**config.mk**
```make
export PLATFORM = sky130hd
export DESIGN_NAME = led_page_viewer
export DESIGN_NICKNAME = d
export VERILOG_FILES = /design/src/rtl/led_page_viewer.sv
export SDC_FILE = /design/constraint.sdc
export NUM_CORES = 1
export LEC_CHECK = 0
export ABC_CLOCK_PERIOD_IN_PS = 2970
export BUFFER_PORTS_ARGS = -buffer_cell sky130_fd_sc_hd__buf_2
export CORE_MARGIN = 10
export CORE_UTILIZATION = 50
export CTS_BUF_LIST = sky130_fd_sc_hd__clkbuf_8
export CTS_CLUSTER_DIAMETER = 80
export DETAILED_ROUTE_END_ITERATION = 10
export PLACE_DENSITY = 0.7
export SYNTH_ARGS = -nofsm -noshare
export SYNTH_HDL_FRONTEND = slang
export SYNTH_SLANG_ARGS = --single-unit
```
**constraint.sdc**
```tcl
create_clock -name clk -period 2.97 [get_ports clk]
set_clock_uncertainty 0.15 [all_clocks]
set_input_delay 0.1485 -clock clk [delete_from_list [all_inputs] [get_ports clk]]
set_output_delay 0.1485 -clock clk [all_outputs]
set_load 0.05 [all_outputs]
```
**src/rtl/led_page_viewer.sv**
```systemverilog
// Board display front end: input conditioning, debounced hold key,
// and manual/auto paging of a wide result word onto an LED bank.
module led_page_viewer #(
  parameter int DATA_W          = 32,
  parameter int LED_W           = 8,
  parameter int SYNC_STAGES     = 2,
  parameter int DEBOUNCE_CYCLES = 1000000,
  parameter int SCROLL_CYCLES   = 25000000,
  localparam int PAGES = DATA_W / LED_W,
  localparam int SEL_W = (PAGES > 1) ? $clog2(PAGES) : 1
) (
  input  logic              clk,
  input  logic              rst,
  input  logic [DATA_W-1:0] data_in,
  input  logic [SEL_W-1:0]  sel_async,
  input  logic              mode_async,
  input  logic              hold_key_async,
  output logic [LED_W-1:0]  led,
  output logic [SEL_W-1:0]  page_idx,
  output logic              held,
  output logic              press_pulse
);

  localparam int DW = (DEBOUNCE_CYCLES > 1) ? $clog2(DEBOUNCE_CYCLES) : 1;
  localparam int TW = (SCROLL_CYCLES > 1) ? $clog2(SCROLL_CYCLES) : 1;

  logic [SYNC_STAGES-1:0][SEL_W-1:0] sel_sync;
  logic [SYNC_STAGES-1:0]            mode_sync;
  logic [SYNC_STAGES-1:0]            key_sync;
  logic [SEL_W-1:0]                  sel_s;
  logic                              mode_s;
  logic                              key_s;

  logic          deb;
  logic          deb_d;
  logic [DW-1:0] cnt;

  logic              mode_q;
  logic [TW-1:0]     timer;
  logic [DATA_W-1:0] snapshot;

  logic              press;
  logic              held_n;
  logic [DATA_W-1:0] snap_n;
  logic [DATA_W-1:0] src;
  logic [SEL_W-1:0]  sel_c;
  logic [SEL_W-1:0]  page_n;
  logic [TW-1:0]     timer_n;
  logic [LED_W-1:0]  led_n;

  assign sel_s  = sel_sync[SYNC_STAGES-1];
  assign mode_s = mode_sync[SYNC_STAGES-1];
  assign key_s  = key_sync[SYNC_STAGES-1];

  always_ff @(posedge clk) begin
    if (rst) begin
      sel_sync  <= '0;
      mode_sync <= '0;
      key_sync  <= '1;
    end else begin
      sel_sync  <= {sel_sync[SYNC_STAGES-2:0], sel_async};
      mode_sync <= {mode_sync[SYNC_STAGES-2:0], mode_async};
      key_sync  <= {key_sync[SYNC_STAGES-2:0], hold_key_async};
    end
  end

  // Key state only moves after an unbroken run of differing samples
  always_ff @(posedge clk) begin
    if (rst) begin
      deb   <= 1'b1;
      deb_d <= 1'b1;
      cnt   <= '0;
    end else begin
      deb_d <= deb;
      if (key_s == deb) begin
        cnt <= '0;
      end else if (cnt == DW'(DEBOUNCE_CYCLES - 1)) begin
        deb <= key_s;
        cnt <= '0;
      end else begin
        cnt <= cnt + DW'(1);
      end
    end
  end

  always_comb begin
    press   = deb_d & ~deb;
    held_n  = held ^ press;
    snap_n  = snapshot;
    if (press && !held) snap_n = data_in;
    src     = held_n ? snap_n : data_in;
    sel_c   = sel_s;
    if (int'(sel_s) >= PAGES) sel_c = SEL_W'(PAGES - 1);
    page_n  = sel_c;
    timer_n = '0;
    // First auto cycle keeps the current page with a fresh timer
    if (mode_s) begin
      page_n = page_idx;
      if (mode_q) begin
        if (timer == TW'(SCROLL_CYCLES - 1)) begin
          if (int'(page_idx) == PAGES - 1) page_n = '0;
          else page_n = page_idx + SEL_W'(1);
        end else begin
          timer_n = timer + TW'(1);
        end
      end
    end
    led_n = src[int'(page_n)*LED_W +: LED_W];
  end

  always_ff @(posedge clk) begin
    if (rst) begin
      led         <= '0;
      page_idx    <= '0;
      held        <= 1'b0;
      press_pulse <= 1'b0;
      snapshot    <= '0;
      timer       <= '0;
      mode_q      <= 1'b0;
    end else begin
      led         <= led_n;
      page_idx    <= page_n;
      held        <= held_n;
      press_pulse <= press;
      snapshot    <= snap_n;
      timer       <= timer_n;
      mode_q      <= mode_s;
    end
  end

endmodule

```
# --- Word-level counts from Yosys, hierarchy flattened ---
# Index checks and enable logic that the tools add are counted.
classes:
  n_bitwise: 6
  muxes: 6
  n_reduce_logical: 5
  shifts: 1
  n_eq_ne: 4
  add_sub_neg: 3
ops:
  columns: ["operator", "n"]
  rows:
  - ["32-bit 2-to-1 mux", 2]
  - ["32-bit by 6-bit variable part select with 8-bit output", 1]
  - ["25-bit by 1-bit adder with 25-bit output, second input constant", 1]
  - ["25-bit == test, second input constant", 1]
  - ["20-bit by 1-bit adder with 20-bit output, second input constant", 1]
  - ["20-bit == test, second input constant", 1]
  - ["2-bit 2-to-1 mux", 4]
  - ["1-bit NOT", 4]
  - ["4-bit OR reduction", 1]
  - ["3-bit OR reduction", 1]
  - ["2-bit by 1-bit adder with 2-bit output, second input constant", 1]
  - ["2-bit by 1-bit == test with 1-bit output, second input constant", 1]
  - ["2-bit AND reduction", 1]
  - ["1-bit AND", 1]
  - ["1-bit == test", 1]
  - ["1-bit logical AND", 1]
  - ["1-bit logical NOT", 1]
  - ["1-bit bitwise XOR", 1]
totals:
  inputBits: 38
  ff_bits: 100
  elab_cells: 39
  output_inout_bits: 12

# --- Longest topological paths before layout ---
depth:
  ltp_word: 6
  mapped_depth: 9
  ltp_nobuf: 7

# --- Worst setup path after synthesis ---
# Ideal clock, no wire load.
synth_timing:
  path_kind: "reg-to-reg"
  from: "register timer[0]"
  to: "register led[0]"
  path_slack_ns: 0.361
  setup_ns: 0.061
  path_buffers: 0
  synth_period_minus_slack_ns: 2.609
  path_stages_with_launch: 8
  t_required_ns: 2.759
  arrival_time_ns: 2.397
  cell_sequence: "dfxtp_1 > ha_1 > and2_4 > nand4_2 > or4_4 > mux2i_1 > a211oi_1 > a22o_1"
synth_via:
  elab_chain_cells: 5
synth_rtl:
  columns: ["element", "line", "rtl"]
  rows:
  - ["start, declared", "39", "logic [TW-1:0] timer;"]
  - ["start signal, assigned", "126", "timer <= timer_n;"]
  - ["25-bit == test", "100", "if (timer == TW'(SCROLL_CYCLES - 1)) begin"]
  - ["2-bit 2-to-1 mux", "100", null]
  - ["2-bit 2-to-1 mux", "99", "if (mode_q) begin"]
  - ["2-bit 2-to-1 mux", "97", "if (mode_s) begin"]
  - ["32-bit by 6-bit variable part select with 8-bit output", "108", "led_n = src[int'(page_n)*LED_W +: LED_W];"]
  - ["end signal, assigned", "121", "led <= led_n;"]
  - ["end, declared", "18", "output logic [LED_W-1:0] led,"]
# Every way passes these cells.
# A chain may end at the register's enable or synchronous reset.

# --- Worst setup path in the final report ---
layout_timing:
  from: "register timer[0]"
  to: "register led[2]"
# The elaborated chain is that of the path after synthesis.

==> results summary <==
The post-synthesis share of cell area spent on and, or, nand and nor gates came out at 19.9%. The maximum VDD drop came out at 0.375 mV. The number of buffers added on ports is 49. The final hold violation count is 0.

The global-route wire length before repair is 15.9 mm. The maximum number of buffers from clock root to sink came out at 2. The combinational family with the most area after synthesis is simple AND/OR/NAND/NOR gates. For the pin with the worst max-slew slack, the measured transition is 0.670 ns. The initial core utilization is 52.0%. Synthesis inferred 100 register bits. The critical path is of the register to register type. The growth of design area from synthesis to finish is 24.1%. The global routing stage identified its most utilized layer as met2. The XOR/XNOR share of the synthesized area is 8.53%.

The power share of the combinational group is 7.9%. The tree is rooted in a sky130_fd_sc_hd__clkbuf_8. The register clock-pin slew on the reported worst setup and hold paths is 0.10 ns. Traced cell by cell, the critical path runs through ha_1, and2_4, nand4_2, or4_4, mux2_4, mux2i_1, a22o_1. The power share of the clock group came out at a little under two fifths. The met1 track demand over resource came out at 17.5%.

In this run the worst path has a maximum fanout of 17. The instance count of the mapped netlist is 440. The internal power contribution is 1.92 mW. The net count of the finished layout is 576.

After detailed routing, the average wire length per cell comes to 14.2 µm. The critical hold path startpoint is key_sync[0]$_SDFF_PP1_. The largest incremental delay on the critical path came out at 0.59 ns.

The relative max-transition margin came out at 55.4%. The first detailed-routing pass ran for 5 iterations. The switching power as a share of total power came out at a little under a quarter. The worst hold margin is 0.266 ns. In the global route stage, met2 resource usage came out at 25.2%. The sequential share of the synthesized area came out at a little under half. The die height came out at 113 µm. The area of the die came out at roughly 0.013 mm². The final setup violation count came out at 0. From left edge to right edge, the die measures between 100 and 150 µm. The worst setup path startpoint is timer[0]$_SDFF_PP0_.

The number of different library cells in the post-synthesis netlist came out at 35. Once the clock tree was built, the resizer swapped 0 gates to a different size. The worst setup path is launched from a register. The number of pins with negative max-slew slack in the final report is 0. The flow ran to the end, and the final reports show no timing, DRC or antenna violations. The antenna diode count is 0. The largest net degree at the start of global routing came out at 36. The final wirelength came out at 9.13 mm.

The Yosys step of the flow raised 0 warnings. With fillers left out, the area of the finished cells amounts to 0.00535 mm². The non-filler instance count after layout is about 640. The static leakage is 2.05 nW. The synthesized netlist devotes 2.61% of its cell area to compound gates. The data arrival time at the worst-slack endpoint came out at between 2 and 3 ns. The initialized floorplan defines 33 standard-cell rows. The fraction of layout cells with a size suffix above 1 came out at ~15%.

The final weighted congestion of routability-driven global placement is 0.818. The number of nets in the synthesized netlist is 482. The cell area that synthesis handed to floorplanning was roughly 0.0043 mm².

The final period demand of the worst path is 2.62 ns. The HPWL reported at the end of detailed placement is a little over 6 mm. The post-CTS setup buffer count is 0. The CTS tree is done. After detailed placement, the total cell area comes to around 0.0047 mm². At the later pin of the worst-skew pair, clock insertion delay measures 0.36 ns.

The sum of overflow across all layers after global routing came out at 0. After the first detailed-routing iteration, the DRC count stood at ~190. The power per unit of standard cell area is 466 mW/mm². The highest clock frequency the design can meet came out at 381 MHz. The met3 layer usage reported by global route is under 10%. The number of vias per cell after detailed routing is 5.17. The antenna violation net count after detailed routing came out at 0.

The slowest stage of the critical path belongs to the cell sky130_fd_sc_hd__or4_4. The number of global-route vias before repair was roughly 3400. The net switching power came out at between 500 and 600 µW. The CTS sink count came out at 100. The average instance area after synthesis is 9.80 µm².

STA classifies the critical path endpoint as a register. The number of hold buffers added after cts came out at 45. The count of vias placed by the detailed router came out at 3332.

The count of pins on the block boundary came out at 50. Setup repair after global routing left no endpoint under its margin. The remaining routing DRC violations came out at 0. The setup TNS after final layout is 0 ns. The core area is 0.00830 mm². The instance count after placement with tap cells included came out at just under 600. The CTS H-tree depth came out at 3.

The number of CTS-inserted buffers is 9. The overall fraction of global-route tracks in use came out at 14.7%. The relative contribution of sequential cells to total power is 54.7%. The type of the worst min-delay path is register to register. The required time of the critical path is 3.07 ns.

Summing the areas of all fa, ha and maj instances in the mapped netlist gives 1.16% of the synthesized area. Across the run, the number of max-cap violations was 0. In this run the critical register-to-register path is launched from timer[0]$_SDFF_PP0_. After layout, the worst path uses 88.3% of the clock period. Of the post-synthesis cell area, the part taken by muxes is 19.1%. The initial antenna violation count is 0.
[critical path: cells and delay by family, from the launching register on]
kind / cells / cell delay (ns)
multiplexers: 2 / 0.62
AND/OR/NAND/NOR: 3 / 0.91
AO/OA/AOI/OAI: 1 / 0.24
adder cells (fa/ha/maj): 1 / 0.22
flip-flops: 1 / 0.37
[power by group through the flow]
| stage | clock network [mW] | registers (mW) | logic, mW |
|---|---|---|---|
| 2_1_floorplan | 0 | 1.44 | 0.0622 |
| 6_report | 0.932 | 1.37 | 0.198 |
| 4_1_cts | 0.955 | 1.37 | 0.198 |
| 3_5_place_dp | 0 | 1.40 | 0.161 |
| 3_3_place_gp | 0 | 1.40 | 0.159 |
| 5_1_grt | 0.998 | 1.37 | 0.215 |
[area by class of cell]
type | count | area (µm²)
Clock buffer | 9 | 124
Clock inverter | 7 | 92.6
Fill cell | 702 | 2950
Inverter | 3 | 11.3
Multi-Input combinational cell | 319 | 2230
Sequential cell | 100 | 2000
Tap cell | 105 | 131
Timing Repair Buffer | 101 | 761
[registers in the layout, summed over array words and instances (netlist names), 2 cells and up]
register / count
snapshot: 32
timer: 25
cnt: 20
led: 8
key_sync: 2
mode_sync: 2
page_idx: 2
sel_c: 2
sel_sync: 2
[layer usage]
layer	vias to the layer above	wire [µm]	share of wire, %
met5	-	0	0
met4	0	87	0.95
met2	66	4610	50
li1	1690	-	-
met3	10	397	4.4
met1	1566	4030	44
[cell families after synthesis]
family,after synthesis
DFF,100
buffers and inverters,21
AOI/OAI and AO/OA,14
muxes,82
adders and majority gates,4
and+or+nand+nor,177
xor gates and xnor gates,42
[per-stage QoR]
| stage | util, % | worst slack (ns) | power (mW) |
|---|---|---|---|
| after floorplan | - | 0.361 | 1.50 |
| after global placement | 56.5 | 0.430 | 1.56 |
| after detailed placement | 56.5 | 0.373 | 1.56 |
| after CTS | 64.5 | 0.340 | 2.52 |
| after global routing | 64.5 | 0.229 | 2.58 |
| final | 64.5 | 0.349 | 2.50 |
[synthesized netlist by cell type]
| master | count | area share [%] |
|---|---|---|
| sky130_fd_sc_hd__mux2_4 | 1 | 0.35 |
| sky130_fd_sc_hd__nor2_1 | 93 | 8.1 |
| sky130_fd_sc_hd__a22o_1 | 8 | 1.6 |
| sky130_fd_sc_hd__mux2i_1 | 81 | 19 |
| sky130_fd_sc_hd__clkbuf_1 | 12 | 1.0 |
| sky130_fd_sc_hd__and2_1 | 1 | 0.15 |
| sky130_fd_sc_hd__inv_1 | 3 | 0.26 |
| sky130_fd_sc_hd__nand4_1 | 8 | 1.2 |
| sky130_fd_sc_hd__xnor2_1 | 16 | 3.2 |
| sky130_fd_sc_hd__nor4b_1 | 2 | 0.41 |
| sky130_fd_sc_hd__nand4_2 | 1 | 0.29 |
| sky130_fd_sc_hd__xor2_1 | 26 | 5.3 |
| sky130_fd_sc_hd__o311ai_1 | 1 | 0.20 |
| sky130_fd_sc_hd__a21o_1 | 1 | 0.17 |
| sky130_fd_sc_hd__nor2b_1 | 11 | 1.6 |
| sky130_fd_sc_hd__nor3_1 | 3 | 0.35 |
| sky130_fd_sc_hd__ha_1 | 4 | 1.2 |
| sky130_fd_sc_hd__and2_4 | 1 | 0.20 |
| sky130_fd_sc_hd__nor4_1 | 2 | 0.29 |
| sky130_fd_sc_hd__or3_1 | 1 | 0.15 |
| sky130_fd_sc_hd__buf_6 | 1 | 0.26 |
| sky130_fd_sc_hd__nor4b_2 | 2 | 0.70 |
| sky130_fd_sc_hd__a21oi_1 | 2 | 0.23 |
| sky130_fd_sc_hd__buf_8 | 1 | 0.35 |
| sky130_fd_sc_hd__and3_1 | 10 | 1.5 |
| sky130_fd_sc_hd__buf_1 | 4 | 0.35 |
| sky130_fd_sc_hd__a211o_1 | 1 | 0.20 |
| sky130_fd_sc_hd__nor4bb_1 | 1 | 0.23 |
| sky130_fd_sc_hd__and4_1 | 3 | 0.61 |
| sky130_fd_sc_hd__dfxtp_1 | 100 | 46 |
| sky130_fd_sc_hd__or4_4 | 1 | 0.26 |
| sky130_fd_sc_hd__nand3_1 | 19 | 2.2 |
| sky130_fd_sc_hd__a211oi_1 | 1 | 0.17 |
| sky130_fd_sc_hd__or2_2 | 3 | 0.44 |
| sky130_fd_sc_hd__nand2_1 | 15 | 1.3 |
[path summary, 6_finish.rpt]
path | end | slack, ns | cells after the start
hold reg to reg | key_sync[1]$_SDFF_PP1_ | 0.27 | 1
setup reg to reg | led[2]$_SDFF_PP0_ | 0.35 | 7
hold / removal | key_sync[1]$_SDFF_PP1_ | 0.27 | 1
setup / recovery | led[2]$_SDFF_PP0_ | 0.35 | 7
[cells in the final DEF (no fill, tap or decap), types with 2 or more instances in the layout]
master / synthesis / layout
sky130_fd_sc_hd__buf_2: 0 / 49
sky130_fd_sc_hd__buf_4: 0 / 6
sky130_fd_sc_hd__mux2i_1: 81 / 81
sky130_fd_sc_hd__nand4_1: 8 / 8
sky130_fd_sc_hd__nor4b_2: 2 / 2
sky130_fd_sc_hd__nor2b_1: 11 / 11
sky130_fd_sc_hd__clkbuf_8: 0 / 9
sky130_fd_sc_hd__and3_1: 10 / 10
sky130_fd_sc_hd__bufinv_16: 0 / 2
sky130_fd_sc_hd__nand2_1: 15 / 15
sky130_fd_sc_hd__nor4_1: 2 / 2
sky130_fd_sc_hd__and4_1: 3 / 3
sky130_fd_sc_hd__nor2_1: 93 / 92
sky130_fd_sc_hd__dfxtp_1: 100 / 100
sky130_fd_sc_hd__or2_2: 3 / 3
sky130_fd_sc_hd__a21oi_1: 2 / 2
sky130_fd_sc_hd__xor2_1: 26 / 26
sky130_fd_sc_hd__xnor2_1: 16 / 16
sky130_fd_sc_hd__a22o_1: 8 / 8
sky130_fd_sc_hd__inv_1: 3 / 5
sky130_fd_sc_hd__dlygate4sd3_1: 0 / 45
sky130_fd_sc_hd__ha_1: 4 / 3
sky130_fd_sc_hd__nand3_1: 19 / 19
sky130_fd_sc_hd__nor3_1: 3 / 3
sky130_fd_sc_hd__nor4b_1: 2 / 2
(Power assumes the default switching activity.)
